==> config.mk <==
export PLATFORM = sky130hd
export DESIGN_NAME = cond_issue_gate
export DESIGN_NICKNAME = d
export VERILOG_FILES = /design/src/rtl/cond_issue_gate.sv
export SDC_FILE = /design/constraint.sdc
export NUM_CORES = 1
export LEC_CHECK = 0
export CAP_MARGIN = 20
export CORE_UTILIZATION = 49
export CTS_BUF_LIST = sky130_fd_sc_hd__clkbuf_4 sky130_fd_sc_hd__clkbuf_8
export CTS_CLUSTER_DIAMETER = 40
export DETAILED_ROUTE_END_ITERATION = 8
export GPL_TIMING_DRIVEN = 0
export PLACE_DENSITY = 0.87
export REMOVE_ABC_BUFFERS = 1
export SLEW_MARGIN = 20
export SYNTH_ARGS = -nofsm -noshare
export SYNTH_HDL_FRONTEND = slang
export SYNTH_SLANG_ARGS = --single-unit
==> constraint.sdc <==
create_clock -name clk -period 3.2 [get_ports clk]
set_input_delay 0.48 -clock clk [delete_from_list [all_inputs] [get_ports clk]]
set_output_delay 0.48 -clock clk [all_outputs]
set_load 0.02 [all_outputs]
==> src/rtl/cond_issue_gate.sv <==
// ============================================================================
// Module   : cond_issue_gate
// Brief    : Multi-slot ARM condition evaluator with in-flight flag-writer
//            tracking, status-register bypass and optional output register.
// Revision : 1.0 - initial release
// ============================================================================
`default_nettype none

module cond_issue_gate #(
  parameter int NUM_SLOTS   = 1,
  parameter int MAX_PENDING = 3,
  parameter int PIPE_STAGE  = 1
) (
  input  logic                                 clk,
  input  logic                                 rst_n,
  input  logic [NUM_SLOTS-1:0]                 in_valid,
  input  logic [4*NUM_SLOTS-1:0]               in_cond,
  input  logic [NUM_SLOTS-1:0]                 in_sets_flags,
  output logic [NUM_SLOTS-1:0]                 in_take,
  input  logic                                 flag_wr_en,
  input  logic [3:0]                           flag_wr_val,
  input  logic                                 flush,
  output logic                                 out_valid,
  output logic [NUM_SLOTS-1:0]                 out_exec,
  input  logic                                 out_ready,
  output logic [3:0]                           sr_out,
  output logic [$clog2(MAX_PENDING+1)-1:0]     pending_cnt,
  output logic                                 err_underflow
);

  localparam int C_CW = $clog2(MAX_PENDING + 1);
  localparam int C_SW = 6;

  logic [3:0]           r_sr;
  logic [C_CW-1:0]      r_pend;
  logic                 r_err;

  logic [3:0]           w_flags_eff;
  logic [C_CW-1:0]      w_pend_eff;
  logic [C_CW-1:0]      w_pend_next;
  logic                 w_stage_free;
  logic                 w_go;
  logic                 w_prev;
  logic [C_SW-1:0]      w_setters;
  logic [NUM_SLOTS-1:0] w_take;
  logic [NUM_SLOTS-1:0] w_exec;

  // flags packed {Z,C,N,V}
  function automatic logic eval_cond(input logic [3:0] cond, input logic [3:0] f);
    logic z, c, n, v;
    z = f[3];
    c = f[2];
    n = f[1];
    v = f[0];
    case (cond)
      4'h0:    eval_cond = z;
      4'h1:    eval_cond = ~z;
      4'h2:    eval_cond = c;
      4'h3:    eval_cond = ~c;
      4'h4:    eval_cond = n;
      4'h5:    eval_cond = ~n;
      4'h6:    eval_cond = v;
      4'h7:    eval_cond = ~v;
      4'h8:    eval_cond = c & ~z;
      4'h9:    eval_cond = ~c | z;
      4'hA:    eval_cond = (n == v);
      4'hB:    eval_cond = (n != v);
      4'hC:    eval_cond = ~z & (n == v);
      4'hD:    eval_cond = z | (n != v);
      default: eval_cond = 1'b1;
    endcase
  endfunction

  assign w_flags_eff = flag_wr_en ? flag_wr_val : r_sr;
  assign w_pend_eff  = (flag_wr_en && (r_pend != '0)) ? r_pend - C_CW'(1) : r_pend;
  assign w_go        = w_stage_free & ~flush & rst_n;

  // Prefix issue: the first slot that fails stops every slot above it.
  always_comb begin
    w_setters = '0;
    w_prev    = 1'b1;
    w_take    = '0;
    w_exec    = '0;
    for (int i = 0; i < NUM_SLOTS; i++) begin
      if (w_prev && w_go && in_valid[i] &&
          ((in_cond[4*i+:4] == 4'hE) || (in_cond[4*i+:4] == 4'hF) ||
           ((w_pend_eff == '0) && (w_setters == '0))) &&
          (!in_sets_flags[i] ||
           ((C_SW'(w_pend_eff) + w_setters) < C_SW'(MAX_PENDING)))) begin
        w_take[i] = 1'b1;
        w_setters = w_setters + C_SW'(in_sets_flags[i]);
      end else begin
        w_prev = 1'b0;
      end
      w_exec[i] = eval_cond(in_cond[4*i+:4], w_flags_eff) & w_take[i];
    end
  end

  assign w_pend_next = flush ? '0 : C_CW'(C_SW'(w_pend_eff) + w_setters);

  always_ff @(posedge clk or negedge rst_n) begin
    if (!rst_n) begin
      r_sr   <= 4'b0000;
      r_pend <= '0;
      r_err  <= 1'b0;
    end else begin
      if (flag_wr_en) begin
        r_sr <= flag_wr_val;
      end
      if (flag_wr_en && (r_pend == '0)) begin
        r_err <= 1'b1;
      end
      r_pend <= w_pend_next;
    end
  end

  generate
    if (PIPE_STAGE != 0) begin : g_pipe
      logic                 r_out_valid;
      logic [NUM_SLOTS-1:0] r_out_exec;

      assign w_stage_free = ~r_out_valid | out_ready;

      always_ff @(posedge clk or negedge rst_n) begin
        if (!rst_n) begin
          r_out_valid <= 1'b0;
          r_out_exec  <= '0;
        end else if (flush) begin
          r_out_valid <= 1'b0;
          r_out_exec  <= '0;
        end else if (w_stage_free) begin
          r_out_valid <= |w_take;
          r_out_exec  <= w_exec;
        end
      end

      assign out_valid = r_out_valid;
      assign out_exec  = r_out_exec;
    end else begin : g_comb
      assign w_stage_free = out_ready;
      assign out_valid    = |w_take;
      assign out_exec     = w_exec;
    end
  endgenerate

  assign in_take       = w_take;
  assign sr_out        = r_sr;
  assign pending_cnt   = r_pend;
  assign err_underflow = r_err;

endmodule

`default_nettype wire

==> out/qor.yml, run 1 <==
die:
  dieArea_um2: 1640
  fp.coreArea_um2: 1330
  ios: 25
  die_h_um: 40.5
  initial_core_util_pct: 54.3
  rows: 13
  die_w_um: 40.5
yosys:
  syn_inst: 72
  ys_types: 38
  ys_seq_area_share_pct: 31.1
  ys_ff_latch: 9
  ys_warn_count: 0
  synth_area_um2: 724
  avgSynthCellArea_um2: 10.1
worst_setup_path:
  crit_type: "reg -> out"
  worstPathArrival_ps: 2400
  cp_cell_sequence: "inv_1 -> ha_1 -> nand2b_1 -> a31o_1 -> a2111oi_4 -> dlygate4sd2_1"
  worstSetupEndpointType: "primary output"
  path_buf_inv: 2
  r2r-end: "pending_cnt[0]$_DFF_PN0_"
  rr_startpoint: "pending_cnt[0]$_DFF_PN0_"
  crit_path_top_delay_cell: "a2111oi_4"
  cp_max_fo: 6
  critPathTopFamily: "compound AO/OA/AOI/OAI gates"
  rr_worst_depth: 8
  cp-start-kind: "flop"
  required_ps: 2720
  slowest_delay_ps: 450
  r2r_setup_slack_ps: 790
sta:
  relSlewSlack_pct: 64.8
  finalSetupTns_ps: 0
  setup_viol: 0
  hold_violations: 0
  post-route-period-util_pct: 90.0
  finalCriticalPeriod_ps: 2880
  finClkSkew_ps: 7.74
  worst_pin_slew_ps: 528
  whs_ps: 456
  fmax_mhz: 347
  slew_violations: 0
  rsz0062_at_grt: "false"
layout:
  finalNonFillerCells: 112
  layout_common_cells: "22 x clkdlybuf4s50_1, 9 x dfrtp_1, 7 x inv_1"
  syn2layout_area_growth_pct: 37.0
  final_nets: 115
  postLayoutCoreUtil_pct: 74.4
  final_common_cell: "clkdlybuf4s50_1"
  drive_gt1_share_pct: 13.4
  insertedDiodeCount: 0
placement:
  place_inst: 108
  place_congestion: 0.816
  port-buffer-count: 24
  dp.final_hpwl_um: 1360
hold_path:
  min_to: "err_underflow$_DFFE_PN0P_"
  hp-class: "reg -> reg"
  hold_start: "err_underflow$_DFFE_PN0P_"
  hold_depth: 1
routing:
  wirelength_um: 1710
  ant_nets: 0
  wire_per_inst_um: 15.3
  drtIter0Drc: 24
  viasPerCell: 6.04
  vias: 677
  drc: 0
  firstDrtPassIters: 4
cts:
  cts.path.max_buffers: 2
  cts_root_buffer: "clkbuf_4"
  cts_sinks: 9
  cts_tree: "done"
  postCtsHoldBufs: 0
  numCtsBuffers: 3
  cts.clk_slew.worst_paths_ps: 60
  cts_htree_levels: 1
  post_cts_buffers: 0
  clkLatencyLatePin_ps: 260
power:
  p_per_area_nw_per_um2: 549
  p_clk_share_pct: 17.6
  intPower_uw: 334
  p_sw_uw: 211
  p_leak_uw: 0.000406
  pwr-share-seq_pct: 29.2
  swShare_pct: 38.7
  combinationalPowerShare_pct: 53.2
  power_uw: 545
  peakVddDrop_mv: 0.506
global_route:
  gr-usage-met3_pct: 8.33
  grt_overflow: 0
  met2_usage_pct: 44.8
  antenna_found_initial: 0
  grt_pass1_vias: 628
  track_usage_pct: 26.7
  busiest_layer: "met2"
  grt_max_degree: 14
  grt_first_pass_wirelength_um: 2810
  use_met1_pct: 33.4
run_status:
  status: "completed"
flow_run:
  maxCapViolations: 0
## cells in the mapped netlist
master,instances,area (um^2)
a21o_1,1,7.51
or2_1,1,6.26
nand2b_1,2,12.5
a31o_1,2,17.5
o21ai_0,2,10.0
mux2_2,3,33.8
o311ai_0,2,17.5
a32oi_1,1,8.76
o41ai_1,1,8.76
a21oi_1,2,10.0
o211ai_1,2,15.0
a21o_2,1,8.76
o41a_1,1,11.3
dfrtp_1,9,225
nand2_1,3,11.3
a2111oi_4,1,27.5
ha_1,2,25.0
inv_2,1,3.75
buf_2,1,5.00
a311oi_1,1,8.76
and4b_2,1,11.3
and2_1,1,6.26
nor4b_1,2,17.5
and3_1,1,6.26
nand3_1,1,5.00
buf_6,1,11.3
nand4_1,1,6.26
o2bb2ai_1,1,8.76
or4_1,1,7.51
inv_1,7,26.3
mux2i_1,3,30.0
xnor2_1,4,35.0
clkbuf_1,1,3.75
nor2b_1,1,6.26
nor2_1,3,11.3
nor4_1,1,6.26
a31oi_1,1,6.26
mux4_2,2,45.0
## worst register-to-register path: cells and delay by family (launching register included)
family	cells	cell delay, ps
AO/OA/AOI/OAI	2	760
buffers and inverters	1	90
adder cells (fa/ha/maj)	2	460
AND/OR/NAND/NOR	3	550
flip-flops	1	440
## kinds of logic (layout without fill, tap and decap cells)
| kind of cell | Yosys count | in the layout | synth area share [%] |
|---|---|---|---|
| flip-flops | 9 | 9 | 31.1 |
| adder cells (fa/ha/maj) | 2 | 2 | 3.45 |
| AND/OR/NAND/NOR | 19 | 19 | 15.7 |
| buffers and inverters | 11 | 36 | 6.91 |
| multiplexers | 8 | 8 | 15.0 |
| AO/OA/AOI/OAI | 19 | 19 | 23.0 |
| XOR/XNOR | 4 | 4 | 4.84 |
## registers in the layout (all words and copies together), names as in the netlist
signal	flops
err_underflow	1
out_exec	1
out_valid	1
pending_cnt	2
sr_out	4
## per-stage QoR
step,cell area (um^2),setup slack [ps]
5_1_grt,992,107
3_5_place_dp,963,-272
3_3_place_gp,963,-223
2_1_floorplan,704,714
4_1_cts,992,283
6_report,992,320
## repair_timing
item / in CTS / in global routing
setup endpoints to repair: 1 / 0
hold endpoints to repair: 0 / 0
resized for setup: 3 / 0
## power groups by stage
stage               Sequential [uW]  Combinational [uW]  Clock, uW
floorplan                       184                 156          0
global route                    163                 320        105
global placement                159                 279          0
finish                          159                 290       95.7
CTS                             159                 293       99.8
detailed placement              161                 290          0
## cell type report
type | count | area, um^2
sequential | 9 | 225
clock buffer | 4 | 30.0
fill | 101 | 342
timing repair buffer | 24 | 239
tap | 15 | 18.8
inverter | 8 | 30.0
multi-input combinational | 52 | 449
## metal layers
metal | share of wire, % | wire [um]
met2 | 50 | 855
met3 | 7.5 | 129
met5 | 0 | 0
met4 | 0.70 | 12
met1 | 42 | 715
## how the worst max path moves through the flow
stage / cells past startpoint / startpoint / to / slack (ps)
5_1_grt: 6 / pending_cnt[0]$_DFF_PN0_ / in_take / 110
6_report: 6 / pending_cnt[0]$_DFF_PN0_ / in_take / 320
4_1_cts: 6 / pending_cnt[0]$_DFF_PN0_ / in_take / 280
2_1_floorplan: 8 / pending_cnt[0]$_DFF_PN0_ / pending_cnt[0]$_DFF_PN0_ / 710
3_5_place_dp: 5 / flag_wr_en / in_take / -270
3_3_place_gp: 5 / flag_wr_en / in_take / -220
No activity file was read; power rests on OpenSTA's default activity.
==> run 2, diff against run 1 <==
- CORE_MARGIN: unset -> 4
==> run 2 against run 1 <==
Fmax fell by 1.4%; die area rose by 32%; via count fell by 0.59%; global-route usage fell by 7.3 points; clock power rose by 6%; non-clock buffer count did not move; clock-buffer cell count did not move; hold slack improved by 5.9 ps; wire length fell by 0.41%; cell area fell by 0.13%; first-iteration DRC count fell by 83%; final cell count did not move; critical path type is now in -> out; largest power group unchanged; highest routed layer unchanged.
==> out/qor.yml, run 2 (synthesis gave the netlist of run 1 again) <==
worst_setup_path:
  r2r_setup_slack_ps: 770
  cp_cell_sequence: "dlygate4sd2_1 -> nand2b_1 -> a31o_1 -> a2111oi_4 -> dlygate4sd2_1"
  cp_max_fo: 13
  crit_type: "in -> out"
  crit_top_cell: "dlygate4sd2_1"
  required_ps: 2720
  crit_path_top_delay_cell: "dlygate4sd2_1"
  slowest_delay_ps: 560
  worstSetupEndpointType: "primary output"
  cp-start-kind: "primary input"
  worstPathArrival_ps: 2440
cts:
  numCtsBuffers: 3
  cts_htree_levels: 1
  cts_sinks: 9
  postCtsHoldBufs: 0
  clkLatencyLatePin_ps: 280
  cts.clk_slew.worst_paths_ps: 60
  cts_tree: "done"
  cts_root_buffer: "clkbuf_4"
  cts.path.max_buffers: 2
layout:
  insertedDiodeCount: 0
  fillCellCount: 109
  layout_common_cells: "22 x clkdlybuf4s50_1, 9 x dfrtp_1, 7 x inv_1"
  multi_input_area_um2: 449
  finalNonFillerCells: 112
  final_nets: 115
  largest_register_ffs: 4
  drive_gt1_share_pct: 13.4
  finalInstanceArea_um2: 991
  regArea_um2: 225
  syn2layout_area_growth_pct: 36.8
  final_common_cell: "clkdlybuf4s50_1"
global_route:
  grt_first_pass_wirelength_um: 2860
  grt_max_degree: 14
  antenna_found_initial: 0
  track_usage_pct: 19.4
  grt_pass1_vias: 649
  grt_overflow: 0
routing:
  drc: 0
  wire_per_inst_um: 15.2
  firstDrtPassIters: 4
  viasPerCell: 6.01
  wirelength_um: 1710
  ant_nets: 0
  vias: 673
  drtIter0Drc: 4
die:
  initial_core_util_pct: 53.7
  ios: 25
  dieArea_um2: 2160
  fp.coreArea_um2: 1350
  die_h_um: 46.5
  rows: 13
  die_w_um: 46.5
sta:
  finalCriticalPeriod_ps: 2920
  fmax_mhz: 342
  finClkSkew_ps: 6.53
  setup_viol: 0
  relSlewSlack_pct: 62.7
  post-route-period-util_pct: 91.3
  whs_ps: 461
  hold_violations: 0
  worst_pin_slew_ps: 559
  rsz0062_at_grt: "false"
  slew_violations: 0
flow_run:
  maxCapViolations: 0
hold_path:
  hp-class: "reg -> reg"
run_status:
  status: "completed"
placement:
  place_congestion: 0.811
  placed_cell_area_um2: 963
  port-buffer-count: 24
  dp.final_hpwl_um: 1320
  place_inst: 108
power:
  p_per_area_nw_per_um2: 554
  p_leak_uw: 0.000406
  peakVddDrop_mv: 0.403
-- run 2: changes by cell type in the layout (fill, tap and decap cells not counted), sizes merged --
cell	delta
clkdlybuf4s15	-1
dlygate4sd2	+1
-- run 2: what timing repair did --
action | 4_1_cts | 5_1_grt
gates resized for setup | 2 | 0
buffers inserted | 0 | 0
endpoints found under the setup margin | 1 | 0
-- run 2: cell type report --
class,instances,area share (%)
Multi-Input combinational cell,52,45.3
Timing Repair Buffer,24,24.0
Sequential cell,9,22.7
Clock buffer,4,3.03
Inverter,8,3.03
Tap cell,15,1.89
-- run 2: path summary, 6_finish.rpt --
kind | from | endpoint | cells after the start
setup / recovery | flag_wr_en | in_take | 5
hold / removal | err_underflow$_DFFE_PN0P_ | err_underflow$_DFFE_PN0P_ | 1
setup reg to reg | pending_cnt[0]$_DFF_PN0_ | pending_cnt[0]$_DFF_PN0_ | 8
hold reg to reg | err_underflow$_DFFE_PN0P_ | err_underflow$_DFFE_PN0P_ | 1
max in group asynchronous | rst_n | sr_out[3]$_DFF_PN0_ | 1
min in group asynchronous | rst_n | out_valid$_DFFE_PN0P_ | 1
-- run 2: per-layer routing --
layer / vias up / part of all wire (%) / track usage, %
met5: - / 0 / 0
met4: 0 / 2.3 / 11.9
met3: 5 / 7.7 / 6.25
met2: 22 / 46 / 29.4
met1: 325 / 44 / 23.4
li1: 321 / - / -
-- run 2: power breakdown --
part | total [uW] | switching (uW) | internal, uW | leakage, uW
Combinational | 289 | 148 | 142 | 0.000278
Clock | 101 | 44.4 | 56.8 | 0.0000184
Sequential | 159 | 23.6 | 135 | 0.000110
-- run 2: per-stage QoR --
stage | utilization, % | setup WS [ps] | setup TNS, ps | power, uW
2_1_floorplan | - | 714 | 0 | 340
3_3_place_gp | 71.4 | -236 | -236 | 439
3_5_place_dp | 71.4 | -284 | -284 | 450
4_1_cts | 73.4 | 259 | 0 | 556
5_1_grt | 73.4 | 101 | 0 | 593
6_report | 73.4 | 280 | 0 | 549
-- run 2: worst max-delay path: cells and delay by family --
family | cells | cell delay, ps
buffers and inverters | 2 | 950
AO/OA/AOI/OAI | 2 | 760
AND/OR/NAND/NOR | 1 | 250
